**src/rtl/instr_mem_sync_pkg.sv**
```systemverilog
// Shared RV32I core constants and types used by the instruction memory.
// Pure declarations, so there is no latency and no flow control.
package riscv_pkg;

    localparam int XLEN = 32;

    localparam logic [XLEN-1:0] NOP_INSTR = 32'h0000_0013;

    typedef enum logic {
        IMEM_INIT,
        IMEM_RUN
    } imem_state_t;

endpackage

```
**src/rtl/instr_mem_sync_if.sv**
```systemverilog
// Fetch and load bus between the IF stage and the instruction memory.
// Fetch results arrive 1 cycle after the request; stall_i holds them and flush_i kills them.
interface instr_mem_sync_if #(
    parameter int ADDR_W = 32,
    parameter int DATA_W = 32
);
    logic              req_i;
    logic [ADDR_W-1:0] addr_i;
    logic              stall_i;
    logic              flush_i;
    logic [DATA_W-1:0] instr_o;
    logic              valid_o;
    logic              fault_o;
    logic              ready_o;
    logic              wr_en_i;
    logic [ADDR_W-1:0] wr_addr_i;
    logic [DATA_W-1:0] wr_data_i;

    modport master (
        output req_i, addr_i, stall_i, flush_i, wr_en_i, wr_addr_i, wr_data_i,
        input  instr_o, valid_o, fault_o, ready_o
    );

    modport slave (
        input  req_i, addr_i, stall_i, flush_i, wr_en_i, wr_addr_i, wr_data_i,
        output instr_o, valid_o, fault_o, ready_o
    );
endinterface

```
**src/rtl/instr_mem_sync_ram.sv**
```systemverilog
// DEPTH x DATA_W storage with one registered read port and one write port, read-before-write.
// The read takes 1 cycle, and rd_data holds whenever rd_en is low.
module imem_ram_1r1w #(
    parameter int DEPTH  = 64,
    parameter int DATA_W = 32,
    parameter int IDX_W  = $clog2(DEPTH)
) (
    input  logic              clk_i,
    input  logic              we,
    input  logic [IDX_W-1:0]  wr_idx,
    input  logic [DATA_W-1:0] wr_data,
    input  logic              rd_en,
    input  logic [IDX_W-1:0]  rd_idx,
    output logic [DATA_W-1:0] rd_data
);
    logic [DATA_W-1:0] mem [DEPTH];

    always_ff @(posedge clk_i) begin
        if (we) begin
            mem[wr_idx] <= wr_data;
        end
        if (rd_en) begin
            rd_data <= mem[rd_idx];
        end
    end
endmodule

```
**src/rtl/instr_mem_sync.sv**
```systemverilog
// Instruction memory: a NOP init sweep after reset, then 1-cycle fetch with flush > stall > req.
// Stall freezes all fetch outputs. The load port keeps writing during stall.
module instr_mem_sync #(
    parameter int                DEPTH     = 64,
    parameter int                DATA_W    = 32,
    parameter int                ADDR_W    = 32,
    parameter logic [DATA_W-1:0] NOP_INSTR = DATA_W'(riscv_pkg::NOP_INSTR)
) (
    input  logic               clk_i,
    input  logic               rst_i,
    instr_mem_sync_if.slave    bus
);
    import riscv_pkg::*;

    localparam int                IDX_W = $clog2(DEPTH);
    localparam logic [ADDR_W-1:0] LIMIT = ADDR_W'(DEPTH * 4);
    localparam logic [IDX_W-1:0]  LAST  = IDX_W'(DEPTH - 1);

    function automatic logic addr_legal(input logic [ADDR_W-1:0] a);
        return (a[1:0] == 2'b00) && (a < LIMIT);
    endfunction

    imem_state_t       state;
    logic [IDX_W-1:0]  sweep_cnt;
    logic              ready_q;
    logic              valid_q;
    logic              fault_q;
    logic              from_ram_q;

    logic              fetch_ok;
    logic              fetch_fault;
    logic              ram_we;
    logic [IDX_W-1:0]  ram_wr_idx;
    logic [DATA_W-1:0] ram_wr_data;
    logic [DATA_W-1:0] ram_rd_data;

    always_comb begin
        fetch_ok    = 1'b0;
        fetch_fault = 1'b0;
        if (state == IMEM_RUN && !bus.flush_i && !bus.stall_i && bus.req_i) begin
            fetch_ok    = addr_legal(bus.addr_i);
            fetch_fault = !addr_legal(bus.addr_i);
        end
    end

    // The sweep owns the write port until RUN. After that the load port drives it.
    always_comb begin
        ram_we      = 1'b0;
        ram_wr_idx  = bus.wr_addr_i[IDX_W+1:2];
        ram_wr_data = bus.wr_data_i;
        if (state == IMEM_INIT) begin
            ram_we      = 1'b1;
            ram_wr_idx  = sweep_cnt;
            ram_wr_data = NOP_INSTR;
        end else if (bus.wr_en_i && addr_legal(bus.wr_addr_i)) begin
            ram_we = 1'b1;
        end
    end

    imem_ram_1r1w #(
        .DEPTH  (DEPTH),
        .DATA_W (DATA_W),
        .IDX_W  (IDX_W)
    ) u_ram (
        .clk_i   (clk_i),
        .we      (ram_we),
        .wr_idx  (ram_wr_idx),
        .wr_data (ram_wr_data),
        .rd_en   (fetch_ok),
        .rd_idx  (bus.addr_i[IDX_W+1:2]),
        .rd_data (ram_rd_data)
    );

    always_ff @(posedge clk_i or negedge rst_i) begin
        if (!rst_i) begin
            state      <= IMEM_INIT;
            sweep_cnt  <= '0;
            ready_q    <= 1'b0;
            valid_q    <= 1'b0;
            fault_q    <= 1'b0;
            from_ram_q <= 1'b0;
        end else begin
            case (state)
                IMEM_INIT: begin
                    sweep_cnt  <= sweep_cnt + 1'b1;
                    valid_q    <= 1'b0;
                    fault_q    <= 1'b0;
                    from_ram_q <= 1'b0;
                    if (sweep_cnt == LAST) begin
                        state   <= IMEM_RUN;
                        ready_q <= 1'b1;
                    end
                end
                IMEM_RUN: begin
                    if (bus.flush_i) begin
                        valid_q    <= 1'b0;
                        fault_q    <= 1'b0;
                        from_ram_q <= 1'b0;
                    end else if (!bus.stall_i) begin
                        valid_q    <= bus.req_i;
                        fault_q    <= fetch_fault;
                        from_ram_q <= fetch_ok;
                    end
                end
                default: state <= IMEM_INIT;
            endcase
        end
    end

    // from_ram_q gates the RAM data, so reset and bubbles show NOP without resetting the RAM.
    assign bus.instr_o = from_ram_q ? ram_rd_data : NOP_INSTR;
    assign bus.valid_o = valid_q;
    assign bus.fault_o = fault_q;
    assign bus.ready_o = ready_q;
endmodule

```
**src/flat_wrapper.sv**
```systemverilog
// flat-port wrapper written by rule: the top's interface ports become plain ports
module instr_mem_sync_flat import riscv_pkg::*;
#(
    parameter int                DEPTH     = 64,
    parameter int                DATA_W    = 32,
    parameter int                ADDR_W    = 32,
    parameter logic [DATA_W-1:0] NOP_INSTR = DATA_W'(riscv_pkg::NOP_INSTR)
)
  (clk_i, rst_i, bus_req_i, bus_addr_i, bus_stall_i, bus_flush_i, bus_wr_en_i, bus_wr_addr_i, bus_wr_data_i, bus_instr_o, bus_valid_o, bus_fault_o, bus_ready_o);
  instr_mem_sync_if #(.ADDR_W(ADDR_W), .DATA_W(DATA_W)) bus_i ();
  input  logic clk_i;
  input  logic rst_i;
  input wire logic [$bits(bus_i.req_i)-1:0] bus_req_i;
  input wire logic [$bits(bus_i.addr_i)-1:0] bus_addr_i;
  input wire logic [$bits(bus_i.stall_i)-1:0] bus_stall_i;
  input wire logic [$bits(bus_i.flush_i)-1:0] bus_flush_i;
  input wire logic [$bits(bus_i.wr_en_i)-1:0] bus_wr_en_i;
  input wire logic [$bits(bus_i.wr_addr_i)-1:0] bus_wr_addr_i;
  input wire logic [$bits(bus_i.wr_data_i)-1:0] bus_wr_data_i;
  output wire logic [$bits(bus_i.instr_o)-1:0] bus_instr_o;
  output wire logic [$bits(bus_i.valid_o)-1:0] bus_valid_o;
  output wire logic [$bits(bus_i.fault_o)-1:0] bus_fault_o;
  output wire logic [$bits(bus_i.ready_o)-1:0] bus_ready_o;
  assign bus_i.req_i = bus_req_i;
  assign bus_i.addr_i = bus_addr_i;
  assign bus_i.stall_i = bus_stall_i;
  assign bus_i.flush_i = bus_flush_i;
  assign bus_i.wr_en_i = bus_wr_en_i;
  assign bus_i.wr_addr_i = bus_wr_addr_i;
  assign bus_i.wr_data_i = bus_wr_data_i;
  assign bus_instr_o = bus_i.instr_o;
  assign bus_valid_o = bus_i.valid_o;
  assign bus_fault_o = bus_i.fault_o;
  assign bus_ready_o = bus_i.ready_o;
  instr_mem_sync #(.DEPTH(DEPTH), .DATA_W(DATA_W), .ADDR_W(ADDR_W), .NOP_INSTR(NOP_INSTR)) u_core (.clk_i(clk_i), .rst_i(rst_i), .bus(bus_i));
endmodule
```
**config.mk**
```make
export PLATFORM = sky130hd
export DESIGN_NAME = instr_mem_sync_flat
export DESIGN_NICKNAME = d
export VERILOG_FILES = /design/src/rtl/instr_mem_sync_pkg.sv /design/src/rtl/instr_mem_sync_if.sv /design/src/rtl/instr_mem_sync_ram.sv /design/src/rtl/instr_mem_sync.sv /design/src/flat_wrapper.sv
export SDC_FILE = /design/constraint.sdc
export NUM_CORES = 2
export LEC_CHECK = 0
export CAP_MARGIN = 20
export CORE_ASPECT_RATIO = 0.5
export CORE_MARGIN = 2
export CORE_UTILIZATION = 32
export DETAILED_ROUTE_END_ITERATION = 10
export SYNTH_ARGS = -nofsm -noshare
export SYNTH_HDL_FRONTEND = slang
export SYNTH_HIERARCHICAL = 1
export SYNTH_SLANG_ARGS = --single-unit
```
**constraint.sdc**
```tcl
create_clock -name clk_i -period 6.05 [get_ports clk_i]
set_clock_uncertainty 0.15 [all_clocks]
set_input_delay 0.9075 -clock clk_i [delete_from_list [all_inputs] [get_ports clk_i]]
set_output_delay 0.9075 -clock clk_i [all_outputs]
set_load 0.005 [all_outputs]
```
Yosys cells after proc, flatten, opt, wreduce, memory -nomap -nowiden
Memories as Yosys holds them, arrays and structs flattened. A register that Yosys moved wholly into a read port is not among the register bits.
Index checks and enable logic that the tools add are counted.
{ "totals": {"regBits": 11, "mem_bits_rw": 2048, "output_inout_bits": 35, "mem_count": 1} }
{ "op_classes": {"add_sub_neg": 1, "order_cmp": 2, "eq_ne": 2, "n_mux": 20, "bitwise_logic": 1, "reduce_logical": 12} }
{ "mem_list": {"columns": ["memory", "depth", "word_bits", "read_ports", "rd_ports_with_merged_regs", "write_ports", "line_no", "source"], "rows": [
  ["u_core.u_ram.mem", 64, 32, 1, 1, 1, "instr_mem_sync_ram.sv:16", "logic [DATA_W-1:0] mem [DEPTH];"]
]} }
{ "ops": {"columns": ["cell", "n"], "rows": [
  ["< comparator 32 x 9 -> 1 bit, second input constant", 2],
  ["two-way mux 32 bit", 2],
  ["two-way mux 1 bit", 14],
  ["adder 6 x 1 -> 6 bit, second input constant", 1],
  ["== test 6 bit, second input constant", 1],
  ["logical AND 1 bit", 6],
  ["two-way mux 6 bit", 1],
  ["one-hot mux 1 bit (2 select lines)", 3],
  ["zero test 2 bit", 2],
  ["zero test 1 bit", 3],
  ["!= test 3 bit, second input constant", 1],
  ["AND reduction 2 bit", 1],
  ["inverter 1 bit", 1]
]} }

Longest topological paths before layout
{ "logic_depth": {"depth_word": 8, "ltp_mapped": 10} }

Modules after synthesis
The synthesis kept the hierarchy.
{ "by_module_without_submodules": {"columns": ["mod", "instances", "cells_each", "area_per_inst_um2"], "rows": [
  ["imem_ram_1r1w", 1, 3324, 78835.6],
  ["instr_mem_sync", 1, 136, 1112.3]
]} }

Worst setup path before layout
Ideal clock, no wire load.
{ "synth_timing": {"kind": "input -> register", "startpoint": "input port bus_wr_addr_i[1]", "endpoint": "memory u_core.u_ram.mem[48][0] (enable)", "arrival_ns": 4.168, "required_time_ns": 5.439, "slack_ns": 1.271, "cell_stages": 6, "path_cell_list": "nor4b_1 > nand4_1 > o21ai_1 > nor2b_1 > nand4b_1 > nor3_1"} }
{ "synth_via": {"elab_chain_cells": 7} }
{ "synth_lines": {"columns": ["element", "line_no", "source"], "rows": [
  ["start, declared", "flat_wrapper.sv:18", "input wire logic [$bits(bus_i.wr_addr_i)-1:0] bus_wr_addr_i;"],
  ["< comparator 32 x 9 -> 1 bit or zero test 2 bit (tied branches)", "instr_mem_sync.sv:20", "return (a[1:0] == 2'b00) && (a < LIMIT);"],
  ["logical AND 1 bit (*)", "instr_mem_sync.sv:20", null],
  ["logical AND 1 bit (*)", "instr_mem_sync.sv:55", "end else if (bus.wr_en_i && addr_legal(bus.wr_addr_i)) begin"],
  ["two-way mux 1 bit (*)", "instr_mem_sync.sv:55", null],
  ["two-way mux 1 bit (*)", "instr_mem_sync.sv:51", "if (state == IMEM_INIT) begin"],
  ["via u_core.ram_we", "instr_mem_sync.sv:32", "logic ram_we;"],
  ["two-way mux 1 bit (*)", "instr_mem_sync_ram.sv:19", "if (we) begin"],
  ["two-way mux 1 bit (not written as such) (*)", "instr_mem_sync_ram.sv:20", "mem[wr_idx] <= wr_data;"],
  ["end, declared", "instr_mem_sync_ram.sv:16", null]
]} }
Mark *: on every way through the listed nets, which the timed path passes. The rest lies on a longest branch.

Worst setup path in the final report
{ "layout_timing": {"startpoint": "input port bus_wr_addr_i[28]", "endpoint": "memory u_core.u_ram.mem[52][15] (enable)"} }
{ "layout_via": {"elab_chain_cells": 7} }
{ "layout_lines": {"columns": ["element", "line_no"], "rows": [
  ["< comparator 32 x 9 -> 1 bit", "instr_mem_sync.sv:20"],
  ["logical AND 1 bit", "instr_mem_sync.sv:20"],
  ["logical AND 1 bit", "instr_mem_sync.sv:55"],
  ["two-way mux 1 bit", "instr_mem_sync.sv:55"],
  ["two-way mux 1 bit", "instr_mem_sync.sv:51"],
  ["via u_core.ram_we", "instr_mem_sync.sv:32"],
  ["two-way mux 1 bit", "instr_mem_sync_ram.sv:19"],
  ["two-way mux 1 bit (not written as such)", "instr_mem_sync_ram.sv:20"]
]} }
The timed path passes the listed nets, and every way through them passes these cells.

==> reports/summary.md <==
Measured in cells, the most critical reg-to-reg path has a length of 4. The tools report the remaining antenna violation count after routing as 0. The floorplan step defined a core boundary enclosing 248000 um^2. The tools report the origin of the critical flop-to-flop path as u_core/state. For the cell total after placement, the log shows 6909.

The area growth from synthesis to layout is 15.8%. The synthesized netlist contains 51 unique library cells. After technology mapping, the gate count stands at 3460.

Static power due to leakage: 23.0 nW. The final number of setup-violating endpoints was 0. Setup repair after global routing left no endpoint under its margin.

The maximum number of pins on one net before global-route repair came out at 65. The via count of the first global-routing pass is 38500. The tools report the detailed-route wire length as 210000 um. The number of max-slew violations in the final report came out at 0. The total of fill cells in the finished design was 22300; the share of synthesized area spent on multiplexers was 16.6%. For this run, the slowest stage of the critical path takes 0.71 ns. The tools report the overall power consumption as 28.0 mW. At the pin with the least slew margin, the transition time is 1.08 ns. The first detailed-routing pass ran for 5 iterations. CTS saw 2091 sinks. In the final layout, the share of cells above drive strength 1 is 27.5%.

The run gives 79900 um^2 as the netlist area before placement. STA classifies the critical path startpoint as a primary input. In this run the horizontal extent of the chip is 711 um. The tools report the global-route usage over all layers as 16.3%. The most common library cell in the layout ignoring fill and taps was edfxtp_1. The run gives 3563 as the number of nets in the synthesized netlist. The number of enable-type register cells in the synthesized netlist came out at 2080. The category of the worst setup path capture point is a flip-flop. Across the VDD grid, the largest voltage drop is 270 uV. The worst hold path belongs to the class primary input to asynchronous set/reset pin.

The xor/xnor share of the synthesized area was 0.0548%. The post-layout minimum cycle time was 4.00 ns. The number of violations reported at the end of detailed-routing iteration 0 is 4713. For the worst setup path, the data arrival time is 4.35 ns. Among all flip-flop cells after synthesis, the most frequent one is edfxtp_1. The first global-routing pass estimated 296000 um of wire. The top cell types in the final layout, fill and taps aside, are edfxtp_1 (2080), mux4_2 (544), clkbuf_16 (203), buf_4 (145), clkdlybuf4s50_1 (132). The critical path is of the primary input to flip-flop type. After clock tree synthesis, the clock-pin slew on the worst setup and hold paths is 0.06 ns.

The post-synthesis register bit count was 2091. The largest fanout on the critical path is 21, and the area of the multi-input gates is 16900 um^2. Share of synthesized area occupied by flip-flops and latches: 78.5%. After detailed routing, the number of remaining DRC violations is 0. The H-tree generated during clock tree synthesis spans 4 levels. The run gives 7268 as the non-filler instance count after layout.

The tools report the post-detailed-placement half-perimeter wirelength as 123000 um. For this configuration, the core starts out at a cell density of 32.2%. The number of I/O pins was 137. The flow ran to the end, and the final reports show no timing, DRC or antenna violations. Summing the areas of all compound-gate instances in the mapped netlist gives 1.70% of the synthesized area.

Of all flip-flops after synthesis, the portion carrying an async set or reset was 0.526%. In this run the tool buffered the top-level ports with 136 buffer cells. Dividing the final minimum period by the clock period gives 66.1%. After synthesis, the largest family of logic cells by area is multiplexers.

The setup fix buffers added after clock tree synthesis was 0. For this run, the top clock speed supported by timing is 250 MHz. The signal on the critical path passes through clkdlybuf4s50_1, nor4_1, nand4_1, o21ai_1, nor2b_1, nand4b_1, nor2_4, buf_4. The synthesized netlist devotes 0.0157% of its cell area to adder and majority cells. Measured along the y axis, the die boundary spans 357 um. For the clock buffer count from CTS, the log shows 196. Routability-driven placement finished with a final weighted congestion of 0.823. The net count of the finished layout was 3871; the warning count from the yosys run was 6. Summed over all layers, the global routing overflow is 0. For this design, the slowest cell found on the critical path is nor2_4. Across the run, the number of max-cap violations was 0.

The full die area is 254000 um^2. The root buffer cell was clkbuf_16. The post-detailed-route via-to-cell ratio was 5.26; the number of instances resized during post-cts repair was 0.

Relative slew slack: 28.3%. The clock passes through at most 3 buffers. STA puts the critical path data required time at 6.40 ns. In this run the mean area of a mapped cell was 23.1 um^2.

In this run the register-to-register setup slack is 2.55 ns. The initial antenna violation count came out at 9. The hold buffer count at cts is 0.

The via total after detailed routing was 38200. In the final layout, flip-flops and latches occupy 62700 um^2. The later pin in the worst-skew pair is clocked with a latency of 0.81 ns. In the final routed layout, each cell accounts on average for 28.9 um. TritonCTS built the clock tree. The power density over the cells came out at 302 nW/um^2. Setup total negative slack on the finished layout was measured at 0 ns. The row count was 129; the simple logic cell fraction of the synthesized area was 2.03%. In this run the critical register-to-register path is captured at u_core/u_ram/mem[47][31]. For the number of hold violations in the final report, the log shows 0.
-- layout make-up --
type | count | area share (%)
clock inverter | 112 | 0.792
sequential | 2091 | 67.8
antenna | 3 | 0.00811
tap | 3340 | 4.51
timing repair buffer | 300 | 3.08
inverter | 1 | 0.00405
multi-input combinational | 1178 | 18.2
clock buffer | 243 | 5.65
-- registers in the layout (all words and copies together), names as in the netlist --
name	cells
u_core/from_ram_q	1
u_core/sweep_cnt	6
u_core/state	1
u_core/bus.valid_o	1
u_core/u_ram/mem	2048
u_core/u_ram/rd_data	32
u_core/bus.fault_o	1
u_core/bus.ready_o	1
-- cell usage after synthesis, drive strengths merged, types with 5 or more instances --
cell type | count | share of area [%]
a21oi | 63 | 0.39
a22oi | 12 | 0.11
a311oi | 8 | 0.088
and2 | 60 | 0.47
and3 | 5 | 0.039
buf | 110 | 0.77
clkbuf | 80 | 0.38
dfrtp | 11 | 0.34
edfxtp | 2080 | 78
mux2 | 6 | 0.085
mux2i | 93 | 1.2
mux4 | 544 | 15
nand2 | 29 | 0.14
nand2b | 18 | 0.14
nand3 | 9 | 0.056
nand3b | 5 | 0.047
nor2 | 140 | 0.66
nor2b | 17 | 0.13
nor3 | 9 | 0.063
nor4 | 10 | 0.10
o221ai | 27 | 0.30
o22ai | 85 | 0.67
or3b | 5 | 0.055
-- worst max path at each step --
stage	slack, ns	end	from
floorplan	1.27	u_core/u_ram/mem[48][0]	bus_wr_addr_i[1]
finish	2.05	u_core/u_ram/mem[52][15]	bus_wr_addr_i[28]
global route	1.92	u_core/u_ram/mem[52][15]	bus_wr_addr_i[24]
global placement	1.08	u_core/u_ram/mem[52][11]	bus_wr_addr_i[20]
detailed placement	1.16	u_core/u_ram/mem[52][18]	bus_wr_addr_i[20]
CTS	2.05	u_core/u_ram/mem[52][15]	bus_wr_addr_i[20]
-- stage by stage --
step / hold slack [ns] / worst slack [ns] / cell area (um^2) / util, %
after floorplan: 0.307 / 1.27 / 79900 / -
after global placement: 0.319 / 1.08 / 86600 / 34.9
after detailed placement: 0.311 / 1.16 / 86600 / 34.9
after CTS: 0.233 / 2.05 / 92600 / 37.3
after global routing: 0.266 / 1.92 / 92600 / 37.3
final: 0.281 / 2.05 / 92600 / 37.3
-- logic make-up (layout without fill, tap and decap cells) --
group           Yosys count  count (layout)
fa+ha+maj                 1               1
compound gates          208             208
other cells               0               3
mux                     643             643
flops                  2091            2091
xor+xnor                  5               5
buf+inv                 191             656
simple gates            321             321
-- per-layer routing --
metal / vias up / share of wire, % / global-route usage (%)
li1: 15400 / - / -
met1: 20900 / 39 / 21.5
met2: 1673 / 50 / 27.8
met3: 278 / 7.6 / 2.69
met4: 0 / 3.1 / 4.97
met5: - / 0 / 0
-- critical path, delay by kind of cell --
kind / cells / cell delay [ns]
and+or+nand+nor: 5 / 2.22
AOI/OAI and AO/OA: 1 / 0.47
buffers and inverters: 2 / 0.73
-- power by group --
group | switching, mW | internal (mW)
sequential | 0 | 15.7
clock | 5.14 | 6.47
combinational | 0.405 | 0.281
Note: power is estimated with default switching activity, not from simulation.
